$ cat config.mk
export PLATFORM = sky130hd
export DESIGN_NAME = vga_timing_gen
export DESIGN_NICKNAME = d
export VERILOG_FILES = /design/src/rtl/doodle_vga_pkg.sv /design/src/rtl/vga_timing_gen_pix_tick_div.sv /design/src/rtl/vga_timing_gen.sv
export SDC_FILE = /design/constraint.sdc
export NUM_CORES = 1
export LEC_CHECK = 0
export CORE_MARGIN = 1
export CORE_UTILIZATION = 30
export CTS_BUF_LIST = sky130_fd_sc_hd__clkbuf_2
export DETAILED_ROUTE_END_ITERATION = 10
export GPL_TIMING_DRIVEN = 0
export PLACE_DENSITY = 0.59
export SETUP_SLACK_MARGIN = 0.02
export SYNTH_ARGS = -nofsm -noshare
export SYNTH_HDL_FRONTEND = slang
export SYNTH_SLANG_ARGS = --single-unit
$ cat constraint.sdc
create_clock -name Clk -period 3.3 [get_ports Clk]
set_input_delay 0.66 -clock Clk [delete_from_list [all_inputs] [get_ports Clk]]
set_output_delay 0.66 -clock Clk [all_outputs]
set_load 0.05 [all_outputs]
$ cat src/rtl/doodle_vga_pkg.sv
// Raster timing constants for the 640x480@60 display; the game core places objects
// using the same visible-window bounds.
package doodle_vga_pkg;
  localparam int PIX_DIV  = 4;
  localparam int H_SYNC   = 96;
  localparam int H_BP     = 48;
  localparam int H_ACTIVE = 640;
  localparam int H_FP     = 16;
  localparam int V_SYNC   = 2;
  localparam int V_BP     = 33;
  localparam int V_ACTIVE = 480;
  localparam int V_FP     = 10;

  localparam int H_TOTAL     = H_SYNC + H_BP + H_ACTIVE + H_FP;
  localparam int V_TOTAL     = V_SYNC + V_BP + V_ACTIVE + V_FP;
  localparam int H_ACT_START = H_SYNC + H_BP;
  localparam int H_ACT_END   = H_ACT_START + H_ACTIVE - 1;
  localparam int V_ACT_START = V_SYNC + V_BP;
  localparam int V_ACT_END   = V_ACT_START + V_ACTIVE - 1;

  typedef logic [9:0] cnt_t;
  typedef enum logic {IDLE, REQ} hs_state_t;

  function automatic logic in_range(input cnt_t c, input cnt_t lo, input cnt_t hi);
    return (c >= lo) && (c <= hi);
  endfunction
endpackage

$ cat src/rtl/vga_timing_gen_pix_tick_div.sv
// Free-running pixel-clock divider: one-Clk tick every PIX_DIV Clks.
module pix_tick_div #(
  parameter int PIX_DIV = 4
) (
  input  logic Clk,
  input  logic Reset,
  output logic tick
);
  localparam int CW = (PIX_DIV > 1) ? $clog2(PIX_DIV) : 1;
  localparam logic [CW-1:0] LAST = CW'(PIX_DIV - 1);

  logic [CW-1:0] cnt;

  always_ff @(posedge Clk) begin
    if (Reset) begin
      cnt  <= '0;
      tick <= 1'b0;
    end else begin
      tick <= (cnt == LAST);
      cnt  <= (cnt == LAST) ? '0 : cnt + CW'(1);
    end
  end
endmodule

$ cat src/rtl/vga_timing_gen.sv
// Raster counters, sync/bright decode and the once-per-frame vblank update
// handshake with the game core.
module vga_timing_gen #(
  parameter int PIX_DIV  = doodle_vga_pkg::PIX_DIV,
  parameter int H_SYNC   = doodle_vga_pkg::H_SYNC,
  parameter int H_BP     = doodle_vga_pkg::H_BP,
  parameter int H_ACTIVE = doodle_vga_pkg::H_ACTIVE,
  parameter int H_FP     = doodle_vga_pkg::H_FP,
  parameter int V_SYNC   = doodle_vga_pkg::V_SYNC,
  parameter int V_BP     = doodle_vga_pkg::V_BP,
  parameter int V_ACTIVE = doodle_vga_pkg::V_ACTIVE,
  parameter int V_FP     = doodle_vga_pkg::V_FP
) (
  input  logic       Clk,
  input  logic       Reset,
  input  logic       frame_ack,
  input  logic       ovr_clr,
  output logic [9:0] hCount,
  output logic [9:0] vCount,
  output logic       hSync,
  output logic       vSync,
  output logic       bright,
  output logic       pix_tick,
  output logic       frame_req,
  output logic       overrun
);
  import doodle_vga_pkg::*;

  localparam cnt_t H_LAST   = cnt_t'(H_SYNC + H_BP + H_ACTIVE + H_FP - 1);
  localparam cnt_t V_LAST   = cnt_t'(V_SYNC + V_BP + V_ACTIVE + V_FP - 1);
  localparam cnt_t H_SY_END = cnt_t'(H_SYNC);
  localparam cnt_t V_SY_END = cnt_t'(V_SYNC);
  localparam cnt_t H_ACT_LO = cnt_t'(H_SYNC + H_BP);
  localparam cnt_t H_ACT_HI = cnt_t'(H_SYNC + H_BP + H_ACTIVE - 1);
  localparam cnt_t V_ACT_LO = cnt_t'(V_SYNC + V_BP);
  localparam cnt_t V_ACT_HI = cnt_t'(V_SYNC + V_BP + V_ACTIVE - 1);
  localparam cnt_t V_BLANK  = cnt_t'(V_SYNC + V_BP + V_ACTIVE);

  cnt_t      h_nxt, v_nxt;
  hs_state_t state;
  logic      vblank_start, deadline, miss;

  pix_tick_div #(.PIX_DIV(PIX_DIV)) u_div (
    .Clk   (Clk),
    .Reset (Reset),
    .tick  (pix_tick)
  );

  always_comb begin
    h_nxt = (hCount == H_LAST) ? '0 : hCount + cnt_t'(1);
    v_nxt = vCount;
    if (hCount == H_LAST) v_nxt = (vCount == V_LAST) ? '0 : vCount + cnt_t'(1);
  end

  // Decoding the next count keeps sync/bright aligned with the counters they describe.
  always_ff @(posedge Clk) begin
    if (Reset) begin
      hCount <= '0;
      vCount <= '0;
      hSync  <= 1'b0;
      vSync  <= 1'b0;
      bright <= 1'b0;
    end else if (pix_tick) begin
      hCount <= h_nxt;
      vCount <= v_nxt;
      hSync  <= (h_nxt >= H_SY_END);
      vSync  <= (v_nxt >= V_SY_END);
      bright <= in_range(h_nxt, H_ACT_LO, H_ACT_HI) && in_range(v_nxt, V_ACT_LO, V_ACT_HI);
    end
  end

  assign vblank_start = pix_tick && (h_nxt == '0) && (v_nxt == V_BLANK);
  assign deadline     = pix_tick && (h_nxt == '0) && (v_nxt == V_ACT_LO);
  assign miss         = (state == REQ) && deadline && !frame_ack;

  // An ack arriving on the deadline Clk still counts as on time.
  always_ff @(posedge Clk) begin
    if (Reset) begin
      state     <= IDLE;
      frame_req <= 1'b0;
      overrun   <= 1'b0;
    end else begin
      case (state)
        IDLE: if (vblank_start) begin
          state     <= REQ;
          frame_req <= 1'b1;
        end
        REQ: if (frame_ack || deadline) begin
          state     <= IDLE;
          frame_req <= 1'b0;
        end
        default: begin
          state     <= IDLE;
          frame_req <= 1'b0;
        end
      endcase
      if (miss)         overrun <= 1'b1;
      else if (ovr_clr) overrun <= 1'b0;
    end
  end
endmodule
==> qor.yml <==
cts.sink_count: 29
vias: 1914
clockBufferDepth: 2
cts-root-buf: "clkbuf_2"
drc_errors: 0
relSlewSlack_pct: 59.82
cts_buffers: 5
antenna_found_initial: 0
syn_to_final_growth_pct: 23.16
synth_area_per_cell_um2: 7.895
arrival_ns: 2.99
async_flop_share_pct: 0
synth_area_leader_cell: "dfxtp_1"
critPathBufInv: 0
drive_above_1_share_pct: 6.383
clock_skew_ns: 0.01734
setup.worst_path.start_class: "register"
crit_type: "register to register"
grt_pass1_vias: 1834
post_cts_buffers: 0
finalPower_mw: 0.6834
die_w_um: 82.30
clkLatencyLatePin_ns: 0.39
nets: 290
dr.pass1.iters: 4
dp_hpwl_um: 3723
design.core.area_um2: 6061
peakVddDrop_v: 0.0001713
final.min_clock_period_ns: 2.670
synthesis.area_um2: 1934
power.static_leakage_nw: 0.8094
dieArea_um2: 6773
grt_remaining_overflow: 0
max_clock_freq_mhz: 374.5
synth-edff-count: 0
path_clk_slew_ns: 0.17
critical-path-max-stage-delay_ns: 0.46
synth_area_leaders: "dfxtp_1 30%, nor2_1 5.8%, xor2_1 3.6%, ha_1 3.2%, a21oi_1 3.1%"
synth_cells: 245
fin_crit_sh_pct: 80.91
cts-resized-gates: 0
h-tree-depth: 2
crit_path_top_delay_cell: "dfxtp_1"
slew_viol_final: 0
cts_hold_buf: 0
cts_tree: "done"
gp_congestion: 0.8497
ys_seq_area_share_pct: 30.01
power_density_nw_per_um2: 286.8
drt_iter0_markers: 105
final_util_pct: 39.31
maxCapViolCount: 0
drtAntennaViolNets: 0
critPathTopFamily: "simple AND/OR/NAND/NOR gates"
ys.warnings.count: 0
grt.total_usage_pct: 16.86
path_max_fanout: 7
drt-vias-per-instance: 5.361
outcome: "finished clean"
hold_class: "register to register"
grt_max_degree: 11
crit_chain: "ha_1 > nand4b_4 > nor3_4 > o211ai_1 > and2_1 > or3_4 > or3b_1 > a21oi_1"
wl_um: 5111
rsz0062_at_grt: "no"
yosysUniqueCellTypes: 49
finalSetupTns_ns: 0
worstPathRequired_ns: 3.62
start_util_pct: 31.92
setup_viol: 0
end_kind: "register"
hold_viol_final: 0
io_buffer_count: 29
synth_ff_type: "dfxtp_1"
diodes: 0
synth_seq_cells: 29
routedWlPerCell_um: 14.32
worstMarginPinSlew_ns: 0.6027
timing.hold.ws_ns: 0.4456
die_h_um: 82.30
grt_pass1_wl_um: 8638
synth_top_area_share_pct: 30.01
top_level_ports: 30
synth_nets: 254
rows: 28
-- report_power, final --
group          switching, mW  internal, mW
logic                 0.0359        0.0219
clock network          0.134         0.129
registers            0.00472         0.357
total                  0.175         0.508
-- cell usage in the layout (no fill, tap or decap), types with 3 or more instances in the layout --
cell type / instances
nand4b_1: 3
o21ai_0: 12
nand2b_1: 5
a21boi_0: 3
nand3b_1: 4
nor4_1: 4
nor3b_1: 7
nor3_1: 8
and4_1: 5
nand4_1: 7
clkbuf_2: 6
inv_1: 6
xor2_1: 8
ha_1: 5
mux2i_1: 4
clkbuf_1: 16
nor2b_1: 4
xnor2_1: 5
and2_1: 5
dfxtp_1: 29
nand2_1: 12
clkdlybuf4s50_1: 29
a211oi_1: 3
nor2_1: 30
buf_2: 6
a21oi_1: 12
nand3_1: 8
-- logic make-up (layout without fill, tap and decap cells) --
family | after synthesis | count (layout) | synth area share [%]
AND/OR/NAND/NOR | 113 | 113 | 34.67
XOR/XNOR | 13 | 13 | 5.886
adder cells (fa/ha/maj) | 5 | 5 | 3.234
multiplexers | 6 | 6 | 3.234
AO/OA/AOI/OAI | 51 | 51 | 17.14
flip-flops | 29 | 29 | 30.01
buffers and inverters | 28 | 65 | 5.822
-- metrics by stage --
stage,worst slack [ns],std cells,cell area (µm²)
global route,0.4228,357,2382
finish,0.6301,357,2382
CTS,0.6220,357,2382
detailed placement,0.6570,349,2318
global placement,0.7043,349,2318
floorplan,0.5917,245,1934
-- final cells by class --
class                           instances  area [µm²]
Fill cell                             655        3679
Multi-Input combinational cell        188        1241
Sequential cell                        29       580.6
Timing Repair Buffer                   29       290.3
Tap cell                               75       93.84
Buffer                                 22       90.09
Clock inverter                          2       33.78
Clock buffer                            6       30.03
Inverter                                6       22.52
-- layer usage --
metal / GRT usage (%) / share of wire (%)
met3: 3.736 / 4.0
met5: 0 / 0
met1: 20.90 / 48
met2: 28.10 / 46
met4: 6.842 / 2.0
-- registers in the layout, indices dropped and copies added (netlist names) --
| register | count |
|---|---|
| frame_req | 1 |
| u_div.tick | 1 |
| state | 1 |
| u_div.cnt | 2 |
| vCount | 10 |
| vSync | 1 |
| hCount | 10 |
| bright | 1 |
| hSync | 1 |
| overrun | 1 |
-- Yosys cell counts, types with 6 or more instances --
cell type  instances
nor2_1            30
dfxtp_1           29
clkbuf_1          16
a21oi_1           12
nand2_1           12
o21ai_0           12
nand3_1            8
nor3_1             8
xor2_1             8
nand4_1            7
nor3b_1            7
buf_2              6
inv_1              6
-- path summary, 6_finish.rpt --
path / start / end / slack, ns / depth (start not counted)
worst min-delay path: u_div.cnt[0]$_SDFF_PP0_ / u_div.cnt[0]$_SDFF_PP0_ / 0.45 / 1
worst min register to register: u_div.cnt[0]$_SDFF_PP0_ / u_div.cnt[0]$_SDFF_PP0_ / 0.45 / 1
worst max register to register: hCount[0]$_SDFFE_PP0P_ / overrun$_SDFFE_PP0P_ / 0.63 / 8
worst max-delay path: hCount[0]$_SDFFE_PP0P_ / overrun$_SDFFE_PP0P_ / 0.63 / 8
No activity file was read; power rests on OpenSTA's default activity.
